<file path="config.mk">
export PLATFORM = sky130hd
export DESIGN_NAME = otter_uart_tx
export DESIGN_NICKNAME = d
export VERILOG_FILES = /design/src/rtl/otter_io_pkg.sv /design/src/rtl/sync_fifo.sv /design/src/rtl/otter_uart_tx.sv
export SDC_FILE = /design/constraint.sdc
export NUM_CORES = 1
export LEC_CHECK = 0
export ABC_AREA = 0
export BUFFER_PORTS_ARGS = -buffer_cell sky130_fd_sc_hd__buf_4
export CAP_MARGIN = 0
export CORE_MARGIN = 1
export CORE_UTILIZATION = 28
export DETAILED_ROUTE_END_ITERATION = 6
export HOLD_SLACK_MARGIN = 0.15
export MAX_ROUTING_LAYER = met4
export PLACE_DENSITY_LB_ADDON = 0.2
export REMOVE_ABC_BUFFERS = 1
export SYNTH_ARGS = -nofsm -noshare
export SYNTH_HDL_FRONTEND = slang
export SYNTH_SLANG_ARGS = --single-unit
export TNS_END_PERCENT = 1
</file>
<file path="constraint.sdc">
create_clock -name CLK -period 2.84 [get_ports CLK]
set_input_delay 0.142 -clock CLK [delete_from_list [all_inputs] [get_ports CLK]]
set_output_delay 0.142 -clock CLK [all_outputs]
set_load 0.005 [all_outputs]
</file>
<file path="src/rtl/otter_io_pkg.sv">
// Shared definitions for the OTTER UART transmitter: register offsets,
// STATUS bit positions and the transmit FSM state type.
package otter_io_pkg;

  localparam logic [31:0] UART_TXDATA_OFS = 32'h0000_0000;
  localparam logic [31:0] UART_STATUS_OFS = 32'h0000_0004;

  localparam int STAT_BUSY    = 0;
  localparam int STAT_FULL    = 1;
  localparam int STAT_EMPTY   = 2;
  localparam int STAT_OVF     = 3;
  localparam int STAT_CNT_LSB = 4;

  typedef enum logic [1:0] {
    ST_IDLE,
    ST_START,
    ST_DATA,
    ST_STOP
  } uart_state_t;

endpackage

</file>
<file path="src/rtl/sync_fifo.sv">
// Single-clock FIFO with occupancy count. Reset clears pointers and count;
// the head entry is presented combinationally on o_dout.
module sync_fifo #(
  parameter int WIDTH = 8,
  parameter int DEPTH = 8,
  parameter int CNT_W = $clog2(DEPTH + 1)
) (
  input  logic             i_clk,
  input  logic             i_rst,
  input  logic             i_push,
  input  logic             i_pop,
  input  logic [WIDTH-1:0] i_din,
  output logic [WIDTH-1:0] o_dout,
  output logic [CNT_W-1:0] o_count,
  output logic             o_full,
  output logic             o_empty
);

  localparam int PTR_W = $clog2(DEPTH);

  logic [WIDTH-1:0] r_mem [DEPTH];
  logic [PTR_W-1:0] r_wr_ptr;
  logic [PTR_W-1:0] r_rd_ptr;
  logic [CNT_W-1:0] r_count;
  logic             w_push;
  logic             w_pop;

  assign o_full  = (r_count == CNT_W'(DEPTH));
  assign o_empty = (r_count == '0);
  assign o_count = r_count;
  assign o_dout  = r_mem[r_rd_ptr];
  assign w_push  = i_push && !o_full;
  assign w_pop   = i_pop && !o_empty;

  // NOTE: sequential state uses <= so every register samples pre-edge values regardless of statement order.
  always_ff @(posedge i_clk) begin
    if (i_rst) begin
      r_wr_ptr <= '0;
      r_rd_ptr <= '0;
      r_count  <= '0;
    end else begin
      if (w_push) r_wr_ptr <= r_wr_ptr + PTR_W'(1);
      if (w_pop)  r_rd_ptr <= r_rd_ptr + PTR_W'(1);
      case ({w_push, w_pop})
        2'b10:   r_count <= r_count + CNT_W'(1);
        2'b01:   r_count <= r_count - CNT_W'(1);
        default: r_count <= r_count;
      endcase
    end
  end

  // NOTE: storage is not reset; only entries between the pointers are ever read, so clearing it buys nothing.
  always_ff @(posedge i_clk) begin
    if (w_push) r_mem[r_wr_ptr] <= i_din;
  end

endmodule

</file>
<file path="src/rtl/otter_uart_tx.sv">
// Memory-mapped 8N1 UART transmitter for the OTTER CPU: TXDATA pushes bytes
// into a FIFO, STATUS reports occupancy/flags, the FSM serialises bytes on TX.
module otter_uart_tx
  import otter_io_pkg::*;
#(
  parameter int          CLKS_PER_BIT = 4,
  parameter int          FIFO_DEPTH   = 8,
  parameter logic [31:0] BASE_ADDR    = 32'h1100_0040
) (
  input  logic        CLK,
  input  logic        RST,
  input  logic [31:0] IOBUS_ADDR,
  input  logic [31:0] IOBUS_OUT,
  input  logic        IOBUS_WR,
  output logic [31:0] IOBUS_IN,
  output logic        TX
);

  localparam int                BAUD_W    = $clog2(CLKS_PER_BIT);
  localparam int                CNT_W     = $clog2(FIFO_DEPTH + 1);
  localparam logic [BAUD_W-1:0] BAUD_LAST = BAUD_W'(CLKS_PER_BIT - 1);

  uart_state_t       r_state;
  logic              r_tx;
  logic [7:0]        r_shift;
  logic [2:0]        r_bit_idx;
  logic [BAUD_W-1:0] r_baud_cnt;
  logic              r_overflow;

  logic              w_sel_tx;
  logic              w_sel_status;
  logic              w_wr_tx;
  logic              w_wr_status;
  logic              w_push;
  logic              w_pop;
  logic              w_bit_done;
  logic              w_busy;
  logic              w_full;
  logic              w_empty;
  logic [7:0]        w_dout;
  logic [CNT_W-1:0]  w_count;
  logic [3:0]        w_count_lo;
  logic              w_unused;

  assign w_sel_tx     = (IOBUS_ADDR == BASE_ADDR + UART_TXDATA_OFS);
  assign w_sel_status = (IOBUS_ADDR == BASE_ADDR + UART_STATUS_OFS);
  assign w_wr_tx      = IOBUS_WR && w_sel_tx;
  assign w_wr_status  = IOBUS_WR && w_sel_status;
  assign w_push       = w_wr_tx && !w_full && !RST;
  assign w_bit_done   = (r_baud_cnt == BAUD_LAST);
  assign w_busy       = (r_state != ST_IDLE);
  assign w_count_lo   = 4'(w_count);
  assign w_unused     = ^IOBUS_OUT[31:8];
  assign TX           = r_tx;

  // Pops only ever see the registered empty flag, so a push into an empty FIFO is served one edge later.
  assign w_pop = !RST && !w_empty &&
                 ((r_state == ST_IDLE) || (r_state == ST_STOP && w_bit_done));

  sync_fifo #(
    .WIDTH(8),
    .DEPTH(FIFO_DEPTH),
    .CNT_W(CNT_W)
  ) u_fifo (
    .i_clk   (CLK),
    .i_rst   (RST),
    .i_push  (w_push),
    .i_pop   (w_pop),
    .i_din   (IOBUS_OUT[7:0]),
    .o_dout  (w_dout),
    .o_count (w_count),
    .o_full  (w_full),
    .o_empty (w_empty)
  );

  always_comb begin
    // NOTE: the default assignment first keeps every path driven, so no latch is inferred.
    IOBUS_IN = '0;
    if (w_sel_status) begin
      IOBUS_IN[STAT_BUSY]            = w_busy;
      IOBUS_IN[STAT_FULL]            = w_full;
      IOBUS_IN[STAT_EMPTY]           = w_empty;
      IOBUS_IN[STAT_OVF]             = r_overflow;
      IOBUS_IN[STAT_CNT_LSB +: 4]    = w_count_lo;
    end
  end

  always_ff @(posedge CLK) begin
    if (RST) begin
      r_state    <= ST_IDLE;
      r_tx       <= 1'b1;
      r_shift    <= '0;
      r_bit_idx  <= '0;
      r_baud_cnt <= '0;
      r_overflow <= 1'b0;
    end else begin
      // A dropped write wins over a same-cycle clear so the loss is never hidden.
      if (w_wr_tx && w_full)  r_overflow <= 1'b1;
      else if (w_wr_status)   r_overflow <= 1'b0;

      case (r_state)
        ST_IDLE: begin
          r_baud_cnt <= '0;
          r_bit_idx  <= '0;
          r_tx       <= 1'b1;
          if (!w_empty) begin
            r_shift <= w_dout;
            r_tx    <= 1'b0;
            r_state <= ST_START;
          end
        end
        ST_START: begin
          if (w_bit_done) begin
            r_baud_cnt <= '0;
            r_bit_idx  <= '0;
            r_tx       <= r_shift[0];
            r_state    <= ST_DATA;
          end else begin
            r_baud_cnt <= r_baud_cnt + BAUD_W'(1);
          end
        end
        ST_DATA: begin
          if (w_bit_done) begin
            r_baud_cnt <= '0;
            if (r_bit_idx == 3'd7) begin
              r_tx    <= 1'b1;
              r_state <= ST_STOP;
            end else begin
              r_bit_idx <= r_bit_idx + 3'd1;
              r_shift   <= {1'b0, r_shift[7:1]};
              r_tx      <= r_shift[1];
            end
          end else begin
            r_baud_cnt <= r_baud_cnt + BAUD_W'(1);
          end
        end
        ST_STOP: begin
          if (w_bit_done) begin
            r_baud_cnt <= '0;
            if (!w_empty) begin
              r_shift <= w_dout;
              r_tx    <= 1'b0;
              r_state <= ST_START;
            end else begin
              r_state <= ST_IDLE;
            end
          end else begin
            r_baud_cnt <= r_baud_cnt + BAUD_W'(1);
          end
        end
        default: begin
          r_tx    <= 1'b1;
          r_state <= ST_IDLE;
        end
      endcase
    end
  end

endmodule

</file>
==> flow_summary.yaml, run 1 <==
status:
  outcome: "complete, no violations"
finish:
  areaGrowthSynthToFinish_pct: 21.9
  fin_nets: 478
  drive_above_1_share_pct: 30.6
  diodes: 0
cts:
  cts_tree: "built"
  htreeDepth: 3
  root_buffer: "clkbuf_16"
  cts-buffers-inserted: 9
  cts_buffer_depth: 2
  cts_num_sinks: 94
  cts_setup_buffers: 0
  clk_pin_slew_ps: 60
  insertion_delay_ps: 340
yosys:
  synth.top_cells.by_count: "edfxtp_1, dfxtp_1, buf_4, mux4_2, o21ai_0"
  syn_area_per_cell_sq_um: 13.8
  yosysSeqAreaShare_pct: 56.4
  synth_edf_count: 64
  synth_warnings: 0
  synthArstFlopShare_pct: 0
  synth_ff_type: "edfxtp_1"
  synth_top_cell_area_share_pct: 43.0
  syn-cell-area_sq_um: 4470
  netlist_instances: 323
  ys_seq_elements: 94
  ys_types: 52
  synthTopCellsByArea: "edfxtp_1, dfxtp_1, mux4_2"
  yosysMostFrequentCell: "edfxtp_1"
  synth_area_leader_cell: "edfxtp_1"
grt:
  grt_pass1_vias: 2757
  track_usage_pct: 11.9
  grt_pass1_wl_mm: 14.3
  grt_max_degree: 35
  grt-ovfl-total: 0
  antenna_found_initial: 0
sta:
  skew_ps: 6.31
  min_period_ps: 2480
  rsz0062_at_grt: "no"
  relSlewSlack_pct: 51.0
  fin_tns_setup_ps: 0
  slew_viol_final: 0
  max_freq_ghz: 0.403
  period_share_pct: 87.3
  worst_pin_slew_ps: 734
  hold_violations: 0
  finalSetupViolCount: 0
pwr:
  power_density_nw_per_um2: 505
  finalPower_uw: 2750
  p_leak_uw: 0.00190
  ir_drop_mv: 0.372
setup_path:
  cp_slowest_stage_delay_ps: 380
  cp-start-kind: "flip-flop"
  worst_ep_required_time_ps: 3110
  critical-path-slowest-cell: "dfxtp_1"
  crit_type: "reg -> reg"
  reg2reg_slack_ps: 360
  crit_path_end_kind: "flip-flop"
  cp_num_buf_inv: 1
  rr_worst_depth: 11
  path_delay_family: "adder cells"
  cp.arrival_ps: 2750
  worstPathMaxFanout: 5
  r2r_start: "r_state[0]$_SDFFE_PP0P_"
  crit_chain: "inv_1, ha_1, a21oi_1, nor3_1, ha_1, xor2_1, ha_1, a21oi_1, xor2_1, or3_1, a21oi_1"
  regToRegEndpoint: "u_fifo.o_count[2]$_SDFFE_PP0P_"
floorplan:
  die_h_um: 128
  ios: 100
  num_rows: 45
  die_x_um: 128
  die-area_sq_um: 16500
  coreArea_sq_um: 15400
  initial_core_util_pct: 29.1
job:
  maxCapViolCount: 0
placed_design:
  hpwl_mm: 6.07
  port_buffers: 51
  place_congestion: 0.734
drt:
  via_per_inst: 4.55
  drt_iter0_markers: 110
  drc: 0
  drtPass1Iterations: 4
  vias: 2789
  ant_nets: 0
  wl_per_cell_um: 14.5
  drt-total-wl_mm: 8.89
min_path:
  min_from: "RST"
  hold_class: "in -> reg"
  min_to: "u_fifo.o_count[0]$_SDFFE_PP0P_"
  hold_depth: 2
[worst max path at each step]
stage	start	endpoint	cells past startpoint
2_1_floorplan	u_fifo.o_count[1]$_SDFFE_PP0P_	u_fifo.r_mem[1][0]$_DFFE_PP_	4
3_3_place_gp	u_fifo.o_count[0]$_SDFFE_PP0P_	u_fifo.o_count[2]$_SDFFE_PP0P_	10
3_5_place_dp	u_fifo.o_count[0]$_SDFFE_PP0P_	u_fifo.o_count[2]$_SDFFE_PP0P_	10
4_1_cts	u_fifo.o_count[0]$_SDFFE_PP0P_	u_fifo.o_count[2]$_SDFFE_PP0P_	10
5_1_grt	u_fifo.o_count[0]$_SDFFE_PP0P_	u_fifo.o_count[2]$_SDFFE_PP0P_	10
6_report	r_state[0]$_SDFFE_PP0P_	u_fifo.o_count[2]$_SDFFE_PP0P_	11
[placed cells by master, fill, tap and decap left out, types with 3 or more instances in the layout]
master and n:
xor2_1 3, nor4b_2 3, nand2b_1 11, and2_1 6, inv_1 7, edfxtp_1 64, nor3_1 9, o2111ai_1 7
nor4_4 3, dlygate4sd3_1 9, clkbuf_16 9, buf_4 67, mux4_2 16, nor2b_1 5, mux2i_1 4, ha_1 14
conb_1 24, dfxtp_1 30, nor4_2 3, a21oi_1 12, mux2_2 12, nor4_1 6, nor4b_1 3, nand2_1 7
nor2_1 14, o21ai_0 15
[metal layers]
layer	GRT usage [%]	up-vias	share of wire, %
met3	2.00	10	3.7
li1	-	1347	-
met2	19.5	77	49
met4	4.98	0	1.6
met5	-	-	0
met1	14.7	1355	46
[what timing repair did]
action,CTS,global route
hold buffers,9,0
gates resized for setup,0,0
setup endpoints to repair,0,0
endpoints found under the hold margin,65,0
[flip-flops by register name, indices dropped and copies added, names as in the netlist, named ones only]
| signal | count |
|---|---|
| TX | 1 |
| r_baud_cnt | 2 |
| r_state | 2 |
| u_fifo.r_rd_ptr | 3 |
| u_fifo.r_mem | 64 |
| r_shift | 8 |
| u_fifo.o_count | 4 |
| r_overflow | 1 |
| u_fifo.r_wr_ptr | 3 |
| r_bit_idx | 3 |
[kinds of logic after synthesis]
kind of cell	Yosys count	share of synthesized area (%)
fa+ha+maj	14	3.92
flops	94	56.4
buf+inv	43	6.02
mux	33	12.2
simple gates	87	13.8
compound gates	47	6.77
other cells	1	0.0839
xor+xnor	4	0.784
[metrics by stage]
stage,util (%),instance area [sq um],setup WS (ps),cells,hold slack (ps)
3_5_place_dp,33.1,5090,311,588,385
4_1_cts,35.5,5450,305,613,190
3_3_place_gp,33.1,5090,388,588,377
5_1_grt,35.5,5450,113,613,210
2_1_floorplan,-,4310,406,310,211
6_report,35.5,5450,361,613,206
[area by class of cell]
type / instances / area [sq um]
clock inverter: 5 / 33.8
multi-input combinational: 209 / 1780
sequential: 94 / 2520
clock buffer: 11 / 233
tap: 211 / 264
timing repair buffer: 76 / 593
fill: 1487 / 9920
inverter: 7 / 26.3
[power by group]
group | leakage (uW) | switching [uW] | internal (uW)
logic | 0.000957 | 99.9 | 84.0
clock network | 0.000128 | 500 | 594
registers | 0.000817 | 6.28 | 1470
Note: power is estimated with default switching activity, not from simulation.
==> run 2, diff against run 1 <==
- SYNTH_HIERARCHICAL: not set -> 1
==> flow_summary.yaml, run 2 <==
min_path:
  hold_class: "in -> reg"
  min_to: "r_bit_idx[1]$_SDFFE_PP0P_"
  min_from: "RST"
  hold_depth: 2
cts:
  insertion_delay_ps: 340
  htreeDepth: 3
  cts-buffers-inserted: 9
  cts_num_sinks: 94
  cts_buffer_depth: 2
  clk_pin_slew_ps: 70
  cts_tree: "built"
  root_buffer: "clkbuf_16"
setup_path:
  rr_worst_depth: 12
  cp.arrival_ps: 2920
  crit_type: "reg -> reg"
  regToRegEndpoint: "u_fifo/o_count[2]$_SDFFE_PP0P_"
  cp-start-kind: "flip-flop"
  worst_ep_required_time_ps: 3110
  r2r_start: "u_fifo/o_count[3]$_SDFFE_PP0P_"
  cp-startpoint: "u_fifo/o_count[3]$_SDFFE_PP0P_"
  reg2reg_slack_ps: 200
  crit_path_end_kind: "flip-flop"
  worstPathMaxFanout: 6
grt:
  track_usage_pct: 11.4
  grt_pass1_vias: 2710
  grt_use_met3_pct: 3.02
  grt_max_degree: 32
  antenna_found_initial: 0
  grt_pass1_wl_mm: 13.7
  grtUsageMet1_pct: 13.6
  grtUsageMet2_pct: 18.9
  grt-ovfl-total: 0
  top_usage_layer: "met2"
sta:
  skew_ps: 5.19
  min_period_ps: 2640
  fin_ws_ps: 196
  relSlewSlack_pct: 65.0
  max_freq_ghz: 0.378
  finalSetupViolCount: 0
  worst_pin_slew_ps: 525
  fin_tns_setup_ps: 0
  slew_viol_final: 0
  period_share_pct: 93.1
  hold_violations: 0
  rsz0062_at_grt: "no"
placed_design:
  place_inst: 585
  place_congestion: 0.727
  preCtsSetupSlack_ps: 100
  hpwl_mm: 5.65
  port_buffers: 51
drt:
  wl_per_cell_um: 13.9
  vias: 2692
  via_per_inst: 4.39
  drt_iter0_markers: 146
  ant_nets: 0
  drt-total-wl_mm: 8.54
  drc: 0
  drtPass1Iterations: 6
finish:
  drive_above_1_share_pct: 28.4
  largest-register: "u_fifo/r_mem"
  final_common_cell: "buf_4"
  areaGrowthSynthToFinish_pct: 22.9
  fin_nets: 478
  largest_reg_flops: 64
  stdcell_count: 613
  layout_common_cells: "buf_4, edfxtp_1, dfxtp_1, conb_1, nor2_1"
  final_util_pct: 35.5
  nFillCells: 1513
  diodes: 0
yosys:
  synth_ff_type: "edfxtp_1"
  synth.top_cells.by_count: "edfxtp_1, dfxtp_1, buf_4, nor2_1"
  ys_types: 53
  synth_area_leader_cell: "edfxtp_1"
  ys_seq_elements: 94
  yosysMostFrequentCell: "edfxtp_1"
  syn-cell-area_sq_um: 4420
  synth_warnings: 6
  synth_top_cell_area_share_pct: 43.5
  synthTopCellsByArea: "edfxtp_1, dfxtp_1, mux4_1"
  synthArstFlopShare_pct: 0
  synth_edf_count: 64
  netlist_instances: 318
  syn_area_per_cell_sq_um: 13.9
  yosysSeqAreaShare_pct: 57.1
pwr:
  ir_drop_mv: 0.317
  finalPower_uw: 2850
  p_leak_uw: 0.00195
  power_density_nw_per_um2: 524
floorplan:
  die_h_um: 128
  ios: 100
  num_rows: 45
  die-area_sq_um: 16300
  coreArea_sq_um: 15300
  die_x_um: 128
  initial_core_util_pct: 28.9
status:
  outcome: "complete, no violations"
job:
  maxCapViolCount: 0
[run 2: cell types whose count changed in the layout (fill, tap and decap cells not counted), moves of 6 or more]
cell       change
buf_4          +6
or3_1          +7
nand2b_1       -8
o2111ai_1      -7
mux4_2         -8
mux2i_1        +8
mux4_1         +8
[run 2: metal layers]
layer / wire length [um] / up-vias
met5: 0 / -
met4: 69 / 0
li1: - / 1322
met1: 3970 / 1271
met3: 469 / 7
met2: 4030 / 92
[run 2: cells by family after synthesis]
| family | Yosys count | synth area share (%) |
|---|---|---|
| compound gates | 40 | 5.72 |
| xor+xnor | 7 | 1.56 |
| fa+ha+maj | 14 | 3.96 |
| buf+inv | 45 | 6.79 |
| flops | 94 | 57.1 |
| mux | 37 | 13.8 |
| other cells | 1 | 0.0849 |
| simple gates | 80 | 11.0 |
[run 2: power breakdown]
part / switching [uW] / total [uW] / internal [uW]
clock network: 529 / 1140 / 606
logic: 119 / 229 / 110
registers: 10.8 / 1480 / 1470
total: 659 / 2850 / 2190
[run 2: critical path: stages (launching register included)]
cell and delay [ps]:
dfxtp_1 410, or4b_4 490, inv_1 100, nor2_1 40, and4b_1 270, nand2_8 90
ha_2 230, xor2_1 160, ha_1 160, a21oi_1 40, xor2_1 140, or3_1 310
a21oi_1 130
[run 2: final cells by class]
type                    count  area (sq um)  share of cell area [%]
well taps                 211           264                    4.86
multi-input cells         202          1690                    31.1
clock inverters             7          55.1                    1.01
inverters                   7          26.3                   0.484
repair buffers             83           648                    11.9
clock buffers               9           225                    4.15
flip-flops and latches     94          2520                    46.4
[run 2: repair_timing]
item	4_1_cts	5_1_grt
setup buffers	0	2
resized for setup	0	1
endpoints found under the setup margin	0	2
endpoints found under the hold margin	65	0
hold buffers	10	0
[run 2: per-stage QoR]
stage | cell area [sq um] | hold WS [ps]
5_1_grt | 5430 | 201
6_report | 5430 | 177
4_1_cts | 5420 | 178
3_3_place_gp | 5030 | 370
3_5_place_dp | 5030 | 363
2_1_floorplan | 4230 | 204
[run 2: worst max-delay path by stage]
stage                                     end  slack, ps  cells past startpoint
2_1_floorplan  u_fifo/o_count[2]$_SDFFE_PP0P_        120                     12
3_3_place_gp   u_fifo/o_count[2]$_SDFFE_PP0P_        120                     13
3_5_place_dp   u_fifo/o_count[2]$_SDFFE_PP0P_        100                     13
4_1_cts        u_fifo/o_count[2]$_SDFFE_PP0P_        130                     12
5_1_grt        u_fifo/o_count[3]$_SDFFE_PP0P_         10                     10
6_report       u_fifo/o_count[2]$_SDFFE_PP0P_        200                     12
